File: src/rtl/progress_monitor_pkg.sv
// -----------------------------------------------------------------------------
// progress_monitor_pkg
// Shared types and default constants for the progress monitor.
//   mon_state_e   : 3-bit monitor state encoding (IDLE=0 .. DONE=4)
//   DEF_*         : default thresholds, counter width and pass code
// -----------------------------------------------------------------------------
package progress_monitor_pkg;

   typedef enum logic [2:0] {
      ST_IDLE = 3'd0,
      ST_RUN  = 3'd1,
      ST_WARN = 3'd2,
      ST_HUNG = 3'd3,
      ST_DONE = 3'd4
   } mon_state_e;

   localparam int unsigned DEF_STALL_WARN  = 1000;
   localparam int unsigned DEF_STALL_LIMIT = 10000;
   localparam int unsigned DEF_CNT_W       = 32;
   localparam logic [7:0]  DEF_PASS_CODE   = 8'h5A;

endpackage

File: src/rtl/sat_counter.sv
// -----------------------------------------------------------------------------
// sat_counter
// Up-counter that stops at MAX, with synchronous clear and hold.
// Priority on each edge: hold > clr > inc.
// Ports:
//   clk_i  : clock
//   rst_ni : asynchronous active-low reset (count -> 0)
//   clr    : load zero
//   inc    : add one unless already at MAX
//   hold   : freeze the count (overrides clr and inc)
//   count  : current count
// -----------------------------------------------------------------------------
module sat_counter #(
   parameter int unsigned      WIDTH = 32,
   parameter logic [WIDTH-1:0] MAX   = '1
) (
   input  logic             clk_i,
   input  logic             rst_ni,
   input  logic             clr,
   input  logic             inc,
   input  logic             hold,
   output logic [WIDTH-1:0] count
);

   logic [WIDTH-1:0] count_d;

   always_comb begin
      count_d = count;
      if (hold) begin
         count_d = count;
      end else if (clr) begin
         count_d = '0;
      end else if (inc && (count != MAX)) begin
         count_d = count + WIDTH'(1);
      end
   end

   always_ff @(posedge clk_i or negedge rst_ni) begin
      if (!rst_ni) begin
         count <= '0;
      end else begin
         count <= count_d;
      end
   end

endmodule

File: src/rtl/progress_monitor.sv
// -----------------------------------------------------------------------------
// progress_monitor
// Liveness monitor for one valid/ready channel plus a DUT busy flag. Counts
// consecutive stall cycles, pulses a warning, then declares a hang; or ends
// the run on a done strobe with a pass/fail verdict.
//
// Channel semantics: a transfer (hs) happens on any cycle where valid_i and
// ready_i are both high. A stall is a cycle where busy_i is high and no
// transfer happens. valid_i may rise without ready_i and vice versa; the
// monitor only observes, it never back-pressures.
//
// Ports:
//   clk_i, rst_ni   : clock, asynchronous active-low reset
//   enable_i        : monitoring enable (IDLE <-> RUN)
//   valid_i/ready_i : monitored handshake
//   busy_i          : DUT has outstanding work
//   done_i          : end-of-test strobe, done_code_i sampled with it
//   state_o         : current state (mon_state_e encoding)
//   stall_cnt_o     : consecutive stall count, saturates at STALL_LIMIT
//   xfer_cnt_o      : handshakes seen, saturates at all-ones
//   warn_o          : one-cycle pulse on entering WARN
//   hang_o          : high while HUNG
//   pass_o/fail_o   : DONE verdict levels
//   end_o           : one-cycle pulse on entering HUNG or DONE
// All outputs are registered: one cycle of latency from the causing input.
// -----------------------------------------------------------------------------
module progress_monitor
   import progress_monitor_pkg::*;
#(
   parameter int unsigned STALL_WARN  = DEF_STALL_WARN,
   parameter int unsigned STALL_LIMIT = DEF_STALL_LIMIT,
   parameter int unsigned CNT_W       = DEF_CNT_W,
   parameter logic [7:0]  PASS_CODE   = DEF_PASS_CODE
) (
   input  logic             clk_i,
   input  logic             rst_ni,
   input  logic             enable_i,
   input  logic             valid_i,
   input  logic             ready_i,
   input  logic             busy_i,
   input  logic             done_i,
   input  logic [7:0]       done_code_i,
   output logic [2:0]       state_o,
   output logic [CNT_W-1:0] stall_cnt_o,
   output logic [CNT_W-1:0] xfer_cnt_o,
   output logic             warn_o,
   output logic             hang_o,
   output logic             pass_o,
   output logic             fail_o,
   output logic             end_o
);

   localparam logic [CNT_W-1:0] WARN_CNT  = CNT_W'(STALL_WARN);
   localparam logic [CNT_W-1:0] LIMIT_CNT = CNT_W'(STALL_LIMIT);

   mon_state_e       state_q, state_d;
   logic             warn_q, warn_d;
   logic             end_q, end_d;
   logic             pass_q, pass_d;
   logic             fail_q, fail_d;

   logic             hs, stall, active;
   logic [CNT_W-1:0] stall_cnt, xfer_cnt;
   logic [CNT_W-1:0] stall_nxt;

   assign hs     = valid_i & ready_i;
   assign stall  = busy_i & ~hs;
   assign active = (state_q == ST_RUN) || (state_q == ST_WARN);

   // Counters only move while actively monitoring; a done strobe freezes
   // them on the same edge the state goes terminal.
   sat_counter #(
      .WIDTH (CNT_W),
      .MAX   (LIMIT_CNT)
   ) u_stall_cnt (
      .clk_i  (clk_i),
      .rst_ni (rst_ni),
      .clr    (~enable_i | ~stall),
      .inc    (stall),
      .hold   (~active | done_i),
      .count  (stall_cnt)
   );

   sat_counter #(
      .WIDTH (CNT_W),
      .MAX   ({CNT_W{1'b1}})
   ) u_xfer_cnt (
      .clk_i  (clk_i),
      .rst_ni (rst_ni),
      .clr    (1'b0),
      .inc    (hs),
      .hold   (~active | done_i | ~enable_i),
      .count  (xfer_cnt)
   );

   // Value the stall counter loads on this edge when active, enabled and not
   // done; the FSM thresholds look at it so state and count move together.
   always_comb begin
      stall_nxt = '0;
      if (stall) begin
         stall_nxt = (stall_cnt == LIMIT_CNT) ? LIMIT_CNT : stall_cnt + CNT_W'(1);
      end
   end

   always_comb begin
      state_d = state_q;
      warn_d  = 1'b0;
      end_d   = 1'b0;
      pass_d  = pass_q;
      fail_d  = fail_q;
      case (state_q)
         ST_IDLE: begin
            if (enable_i) state_d = ST_RUN;
         end
         ST_RUN, ST_WARN: begin
            if (done_i) begin
               state_d = ST_DONE;
               end_d   = 1'b1;
               pass_d  = (done_code_i == PASS_CODE);
               fail_d  = (done_code_i != PASS_CODE);
            end else if (!enable_i) begin
               state_d = ST_IDLE;
            end else if (stall_nxt == LIMIT_CNT) begin
               state_d = ST_HUNG;
               end_d   = 1'b1;
            end else if ((state_q == ST_RUN) && (stall_nxt == WARN_CNT)) begin
               state_d = ST_WARN;
               warn_d  = 1'b1;
            end else if ((state_q == ST_WARN) && !stall) begin
               state_d = ST_RUN;
            end
         end
         default: begin
            // HUNG and DONE are terminal until reset.
            state_d = state_q;
         end
      endcase
   end

   always_ff @(posedge clk_i or negedge rst_ni) begin
      if (!rst_ni) begin
         state_q <= ST_IDLE;
         warn_q  <= 1'b0;
         end_q   <= 1'b0;
         pass_q  <= 1'b0;
         fail_q  <= 1'b0;
      end else begin
         state_q <= state_d;
         warn_q  <= warn_d;
         end_q   <= end_d;
         pass_q  <= pass_d;
         fail_q  <= fail_d;
      end
   end

   assign state_o     = state_q;
   assign stall_cnt_o = stall_cnt;
   assign xfer_cnt_o  = xfer_cnt;
   assign warn_o      = warn_q;
   assign hang_o      = (state_q == ST_HUNG);
   assign pass_o      = pass_q;
   assign fail_o      = fail_q;
   assign end_o       = end_q;

endmodule

File: config.mk
export PLATFORM = sky130hd
export DESIGN_NAME = progress_monitor
export DESIGN_NICKNAME = d
export VERILOG_FILES = /design/src/rtl/progress_monitor_pkg.sv /design/src/rtl/sat_counter.sv /design/src/rtl/progress_monitor.sv
export SDC_FILE = /design/constraint.sdc
export NUM_CORES = 1
export LEC_CHECK = 0
export ABC_CLOCK_PERIOD_IN_PS = 3200
export BUFFER_PORTS_ARGS = -buffer_cell sky130_fd_sc_hd__buf_4
export CAP_MARGIN = 25
export CELL_PAD_IN_SITES_DETAIL_PLACEMENT = 0
export CELL_PAD_IN_SITES_GLOBAL_PLACEMENT = 2
export CORE_MARGIN = 5
export CORE_UTILIZATION = 35
export DETAILED_ROUTE_END_ITERATION = 12
export HOLD_SLACK_MARGIN = 0.06
export PLACE_DENSITY = 0.8
export SLEW_MARGIN = 30
export SYNTH_ARGS = -nofsm -noshare
export SYNTH_HDL_FRONTEND = slang
export SYNTH_HIERARCHICAL = 1
export SYNTH_SLANG_ARGS = --single-unit
File: constraint.sdc
create_clock -name clk_i -period 3.2 [get_ports clk_i]
set_input_delay 0.48 -clock clk_i [delete_from_list [all_inputs] [get_ports clk_i]]
set_output_delay 0.48 -clock clk_i [all_outputs]
set_load 0.01 [all_outputs]
==> results of run 1 <==
## flip-flops by register name, indices dropped and copies added, names as in the netlist
signal and flops:
u_stall_cnt/count 32, pass_o 1, u_xfer_cnt/count 32, end_o 1
warn_o 1, state_o 3, fail_o 1
## worst paths after layout
check / start / endpoint / slack, ps / depth (start not counted)
max in group asynchronous: rst_ni / u_xfer_cnt/count[19] / 1930 / 3
worst max register to register: u_stall_cnt/count[3] / state_o[0] / 340 / 7
worst max-delay path: u_stall_cnt/count[3] / state_o[0] / 340 / 7
worst min-delay path: done_i / end_o / 410 / 2
min in group asynchronous: rst_ni / pass_o / 590 / 2
worst min register to register: pass_o / pass_o / 480 / 1
## critical path, cell delays in order (launching register included)
cell and delay, ps:
dfrtp_1 630, nand3_1 360, nor3_1 310, nand3_1 140
mux2i_1 140, or4_4 540, or3_4 350, o221a_1 260
## routing by layer
layer | track usage [%] | part of all wire (%) | vias to the layer above | wire [µm]
li1 | - | - | 2793 | -
met1 | 32.2 | 48 | 2979 | 9500
met2 | 31.3 | 43 | 252 | 8610
met3 | 4.22 | 7.5 | 27 | 1510
met4 | 7.05 | 1.8 | 0 | 359
met5 | 0 | 0 | - | 0
## metrics by stage
step	cells	instance area (µm²)	setup slack [ps]	power (µW)
floorplan	665	5580	192	1350
global route	984	6850	108	2690
global placement	968	6560	420	1580
CTS	984	6850	329	2600
finish	984	6850	335	2560
detailed placement	968	6560	342	1580
## cells by family (layout without fill, tap and decap cells)
family                     count (synthesis)  in the layout  synth area share [%]
and+or+nand+nor                          333            333                  35.6
AOI/OAI and AO/OA                        168            168                  22.3
DFF                                       71             71                  32.0
buffers and inverters                     59            162                  5.06
xor gates and xnor gates                  18             18                  2.84
muxes                                      6              6                  1.08
adders and majority gates                  5              5                  1.13
other                                      1              5                0.0674
## final cells by class
cell class	instances	area [µm²]
fillers	1631	8860
multi-input cells	535	3520
flip-flops and latches	71	1780
repair buffers	121	911
well taps	216	270
clock buffers	11	233
inverters	26	97.6
clock inverters	4	47.5
## report_power, final
part | internal, µW | switching [µW] | total, µW | leakage (µW)
Combinational | 220 | 292 | 512 | 0.00183
Clock | 597 | 393 | 991 | 0.000135
Sequential | 952 | 108 | 1060 | 0.000931
## layout by cell type, fill, tap and decap left out, types with 5 or more instances in the layout
| cell | instances |
|---|---|
| ha_1 | 5 |
| nor2_1 | 31 |
| nand2_1 | 61 |
| conb_1 | 5 |
| mux2i_1 | 6 |
| and3_1 | 18 |
| nand3_1 | 44 |
| a21o_1 | 5 |
| nor3_1 | 34 |
| clkbuf_16 | 9 |
| a41oi_1 | 7 |
| a21oi_1 | 30 |
| o211ai_1 | 15 |
| and2_1 | 9 |
| inv_1 | 24 |
| a211o_1 | 7 |
| a311o_1 | 5 |
| o21a_1 | 8 |
| nor4_1 | 23 |
| xor2_1 | 5 |
| or3_1 | 14 |
| xnor2_1 | 13 |
| buf_4 | 120 |
| a31oi_1 | 18 |
| and4_1 | 9 |
| o311ai_0 | 12 |
| nor4b_1 | 6 |
| nand2b_1 | 8 |
| dfrtp_1 | 71 |
| nand4_1 | 31 |
| o21ai_0 | 21 |
==> out/qor.txt, run 1 <==
drc violations -> 0
hold-fix buffers at CTS -> 1
diodes inserted -> 0
predominant post-synthesis flop cell -> dfrtp_1
pwr/cell area -> 374 mW/mm²
worst-path maximum fanout -> 13
Rows -> 46
largest net degree at the start of global routing -> 41
ys async rst share -> 100%
cell count after synthesis -> 661
Startpoint Class -> flip-flop
Synth area leader -> dfrtp_1
Yosys Warn Count -> 6
Routed Antenna Nets -> 0
Netlist cell types -> 83
post_cts resized -> 0
Worst Path Required -> 3420 ps
HPWL after detailed placement -> 14.5 mm
I/O pin cnt -> 87
# port buffers -> 86
DRT Pass-1 Iters -> 4
Mean Syn Cell Area -> 8.41 µm²
crit path DAT -> 3090 ps
Slew Viols, Final -> 0
Root Driver -> clkbuf_16
clk slew on worst S/H paths -> 50 ps
area share of the largest cell type after synthesis -> 32.0%
WL/cell -> 20.3 µm
TritonCTS Buffers -> 9
Syn Std Cell Area -> 0.00556 mm²
Slew @ Worst Pin -> 704 ps
DR vias/cell -> 6.15
worst setup path class -> reg2reg
CTS Buffer Depth -> 2
EDFF count, synth -> 0
Die X -> 136 µm
first-pass GRT wire length -> 31.7 mm
# H-tree levels -> 3
clk_lat worst skew -> 340 ps
NumNets Final -> 784
Detailed Route WL -> 20.0 mm
final hold violations -> 0
vias in the first global route -> 5668
starting density of the core -> 35.4%
Die Area -> 0.0185 mm²
Yosys reg bits -> 71
initial antenna violation count -> 0
Fin Setup TNS -> 0 ps
most common cell in the netlist -> dfrtp_1
vias -> 6051
Routability Congestion -> 0.851
Final Util -> 43.6%
Leakage -> 0.00290 µW
Seq/Total Area, Yosys -> 32.0%
Core ar. -> 0.0157 mm²
Fin Hold WS -> 415 ps
DRT iter0 DRCs -> 522
outcome -> complete, no violations
Worst setup EP type -> flip-flop
all-layer global routing usage -> 21.7%
max_cap viols -> 0
post-CTS setup buffers -> 0
top post-synthesis cells by area -> dfrtp_1, nand2_1, nand3_1
Max Clock Freq -> 0.349 GHz
Final Cycle Share -> 89.5%
setup violators final -> 0
CTS tree -> yes
Syn-to-layout area delta -> 23.2%
share of cells above drive strength 1 -> 21.9%
CTS sink cnt -> 71
Setup Skew -> 10.3 ps
worst vdd ir -> 0.240 mV
grt total ovfl -> 0
Worst slew margin -> 52.6%
Synth top cells by count -> dfrtp_1, nand2_1, nand3_1, nor3_1
Final min period -> 2860 ps
DIE HEIGHT -> 136 µm
HP Class -> in2reg
RSZ-0062 raised after global routing -> no
Note: power is estimated with default switching activity, not from simulation.
==> run 2, diff against run 1 <==
--- a/config.mk
+++ b/config.mk
@@ -10,6 +10,7 @@
 export CAP_MARGIN = 25
 export CELL_PAD_IN_SITES_DETAIL_PLACEMENT = 0
 export CELL_PAD_IN_SITES_GLOBAL_PLACEMENT = 2
+export CORE_ASPECT_RATIO = 1.5
 export CORE_MARGIN = 5
 export CORE_UTILIZATION = 35
 export DETAILED_ROUTE_END_ITERATION = 12
==> run 2 against run 1 <==
  * Cell area is 0.31% lower
  * Combinational power up 2%
  * Core utilization is 0.11 points higher
  * Critical path depth rose by 1
  * Routed wire length rose by 3.3%
  * Clock-buffer cell count fell by 2
  * Via count down 0.73%
  * Worst setup slack lost 55 ps
  * Die area up 0.29%
  * Critical endpoint unchanged
  * Highest routed layer unchanged
  * Register-to-register slack got worse by 60 ps
==> out/qor.txt, run 2 (same netlist as run 1, synthesis figures left out) <==
Fin Setup TNS -> 0 ps
Sw Ratio -> 31.5%
Flop pwr share -> 41.3%
CTS sink cnt -> 71
clock share of power -> 38.6%
NumNets Final -> 782
Routed Antenna Nets -> 0
first-pass GRT wire length -> 32.4 mm
drc violations -> 0
met2 WL -> 11.0 mm
starting density of the core -> 35.6%
clk_lat worst skew -> 340 ps
HPWL after detailed placement -> 15.1 mm
DRT iter0 DRCs -> 403
vias in the first global route -> 6036
worst vdd ir -> 0.197 mV
CTS Buffer Depth -> 2
combinational power share -> 20.2%
Max Clock Freq -> 0.342 GHz
HP Class -> in2async
worst-path maximum fanout -> 7
WL met3 -> 1.00 mm
crit path DAT -> 3130 ps
Slew Viols, Final -> 0
worst setup margin -> 280 ps
Rows -> 56
# port buffers -> 86
Setup Skew -> 8.85 ps
DIE HEIGHT -> 164 µm
Die X -> 113 µm
Root Driver -> clkbuf_16
initial antenna violation count -> 0
clk slew on worst S/H paths -> 60 ps
all-layer global routing usage -> 22.0%
TritonCTS Buffers -> 9
diodes inserted -> 0
Core ar. -> 0.0156 mm²
final hold violations -> 0
DRT Pass-1 Iters -> 5
CTS tree -> yes
Routability Congestion -> 0.917
Final min period -> 2920 ps
Leakage -> 0.00289 µW
# H-tree levels -> 3
share of cells above drive strength 1 -> 22.2%
Detailed Route WL -> 20.6 mm
DR vias/cell -> 6.19
setup violators final -> 0
pwr/cell area -> 380 mW/mm²
RSZ-0062 raised after global routing -> no
P_int -> 1780 µW
worst setup path class -> reg2reg
hold-fix buffers at CTS -> 0
Register Area -> 0.00178 mm²
Startpoint Class -> flip-flop
commonest non-fill, non-tap cells in the layout -> buf_4, dfrtp_1, nand2_1
top sig layer -> met4
grt total ovfl -> 0
outcome -> complete, no violations
largest net degree at the start of global routing -> 72
met1 WL -> 7.77 mm
Worst slew margin -> 51.3%
worst slack, placed -> 310 ps
max_cap viols -> 0
post_cts resized -> 0
I/O pin cnt -> 87
Worst setup EP type -> flip-flop
Final Cycle Share -> 91.2%
WL/cell -> 21.3 µm
commonest non-fill, non-tap cell in the layout -> buf_4
vias -> 6007
Slew @ Worst Pin -> 731 ps
multi-input logic area -> 0.00352 mm²
Die Area -> 0.0186 mm²
post-CTS setup buffers -> 0
Worst Path Required -> 3410 ps
Psw -> 819 µW
Syn-to-layout area delta -> 22.9%
# fillers -> 1564
-- run 2: area by class of cell --
class / count / area share (%)
Clock buffer: 9 / 3.30
Multi-Input combinational cell: 535 / 51.5
Sequential cell: 71 / 26.0
Tap cell: 203 / 3.72
Timing Repair Buffer: 119 / 13.1
Inverter: 26 / 1.43
Clock inverter: 7 / 0.934
-- run 2: per-stage QoR --
stage	cells	util, %	cell area, µm²	power, µW	hold slack (ps)
finish	970	43.7	6830	2600	163
global route	970	43.7	6830	2720	221
CTS	970	43.7	6830	2620	206
detailed placement	954	41.9	6540	1610	490
global placement	954	41.8	6540	1600	470
floorplan	665	-	5580	1350	184
-- run 2: final timing paths --
path                       cells after the start            startpoint  slack [ps]                    end
setup / recovery                               8  u_stall_cnt/count[0]         280             state_o[0]
hold / removal                                 1                rst_ni         160   u_xfer_cnt/count[17]
setup reg to reg                               8  u_stall_cnt/count[0]         280             state_o[0]
hold reg to reg                                2                fail_o         500                 fail_o
max in group asynchronous                      1                rst_ni        2520  u_stall_cnt/count[15]
min in group clk_i                             2                done_i         440                  end_o
-- run 2: power by group through the flow --
| stage | logic [µW] | registers (µW) | clock network, µW |
|---|---|---|---|
| 2_1_floorplan | 272 | 1080 | 0 |
| 3_3_place_gp | 512 | 1090 | 0 |
| 3_5_place_dp | 523 | 1090 | 0 |
| 4_1_cts | 524 | 1070 | 1030 |
| 5_1_grt | 576 | 1080 | 1060 |
| 6_report | 524 | 1070 | 1000 |
-- run 2: metal layers --
| layer | vias up | GRT usage, % |
|---|---|---|
| met5 | - | 0 |
| met4 | 0 | 11.3 |
| met3 | 60 | 2.86 |
| met2 | 225 | 41.0 |
| met1 | 2925 | 24.1 |
| li1 | 2797 | - |
-- run 2: worst max-delay path: stages, from the launching register on --
cell and delay (ps):
dfrtp_1 470, ha_1 270, nand3_1 290, nor4_4 240, nand4_1 140, a2111oi_2 430, o2111ai_1 240, or3_4 450
o221a_1 270
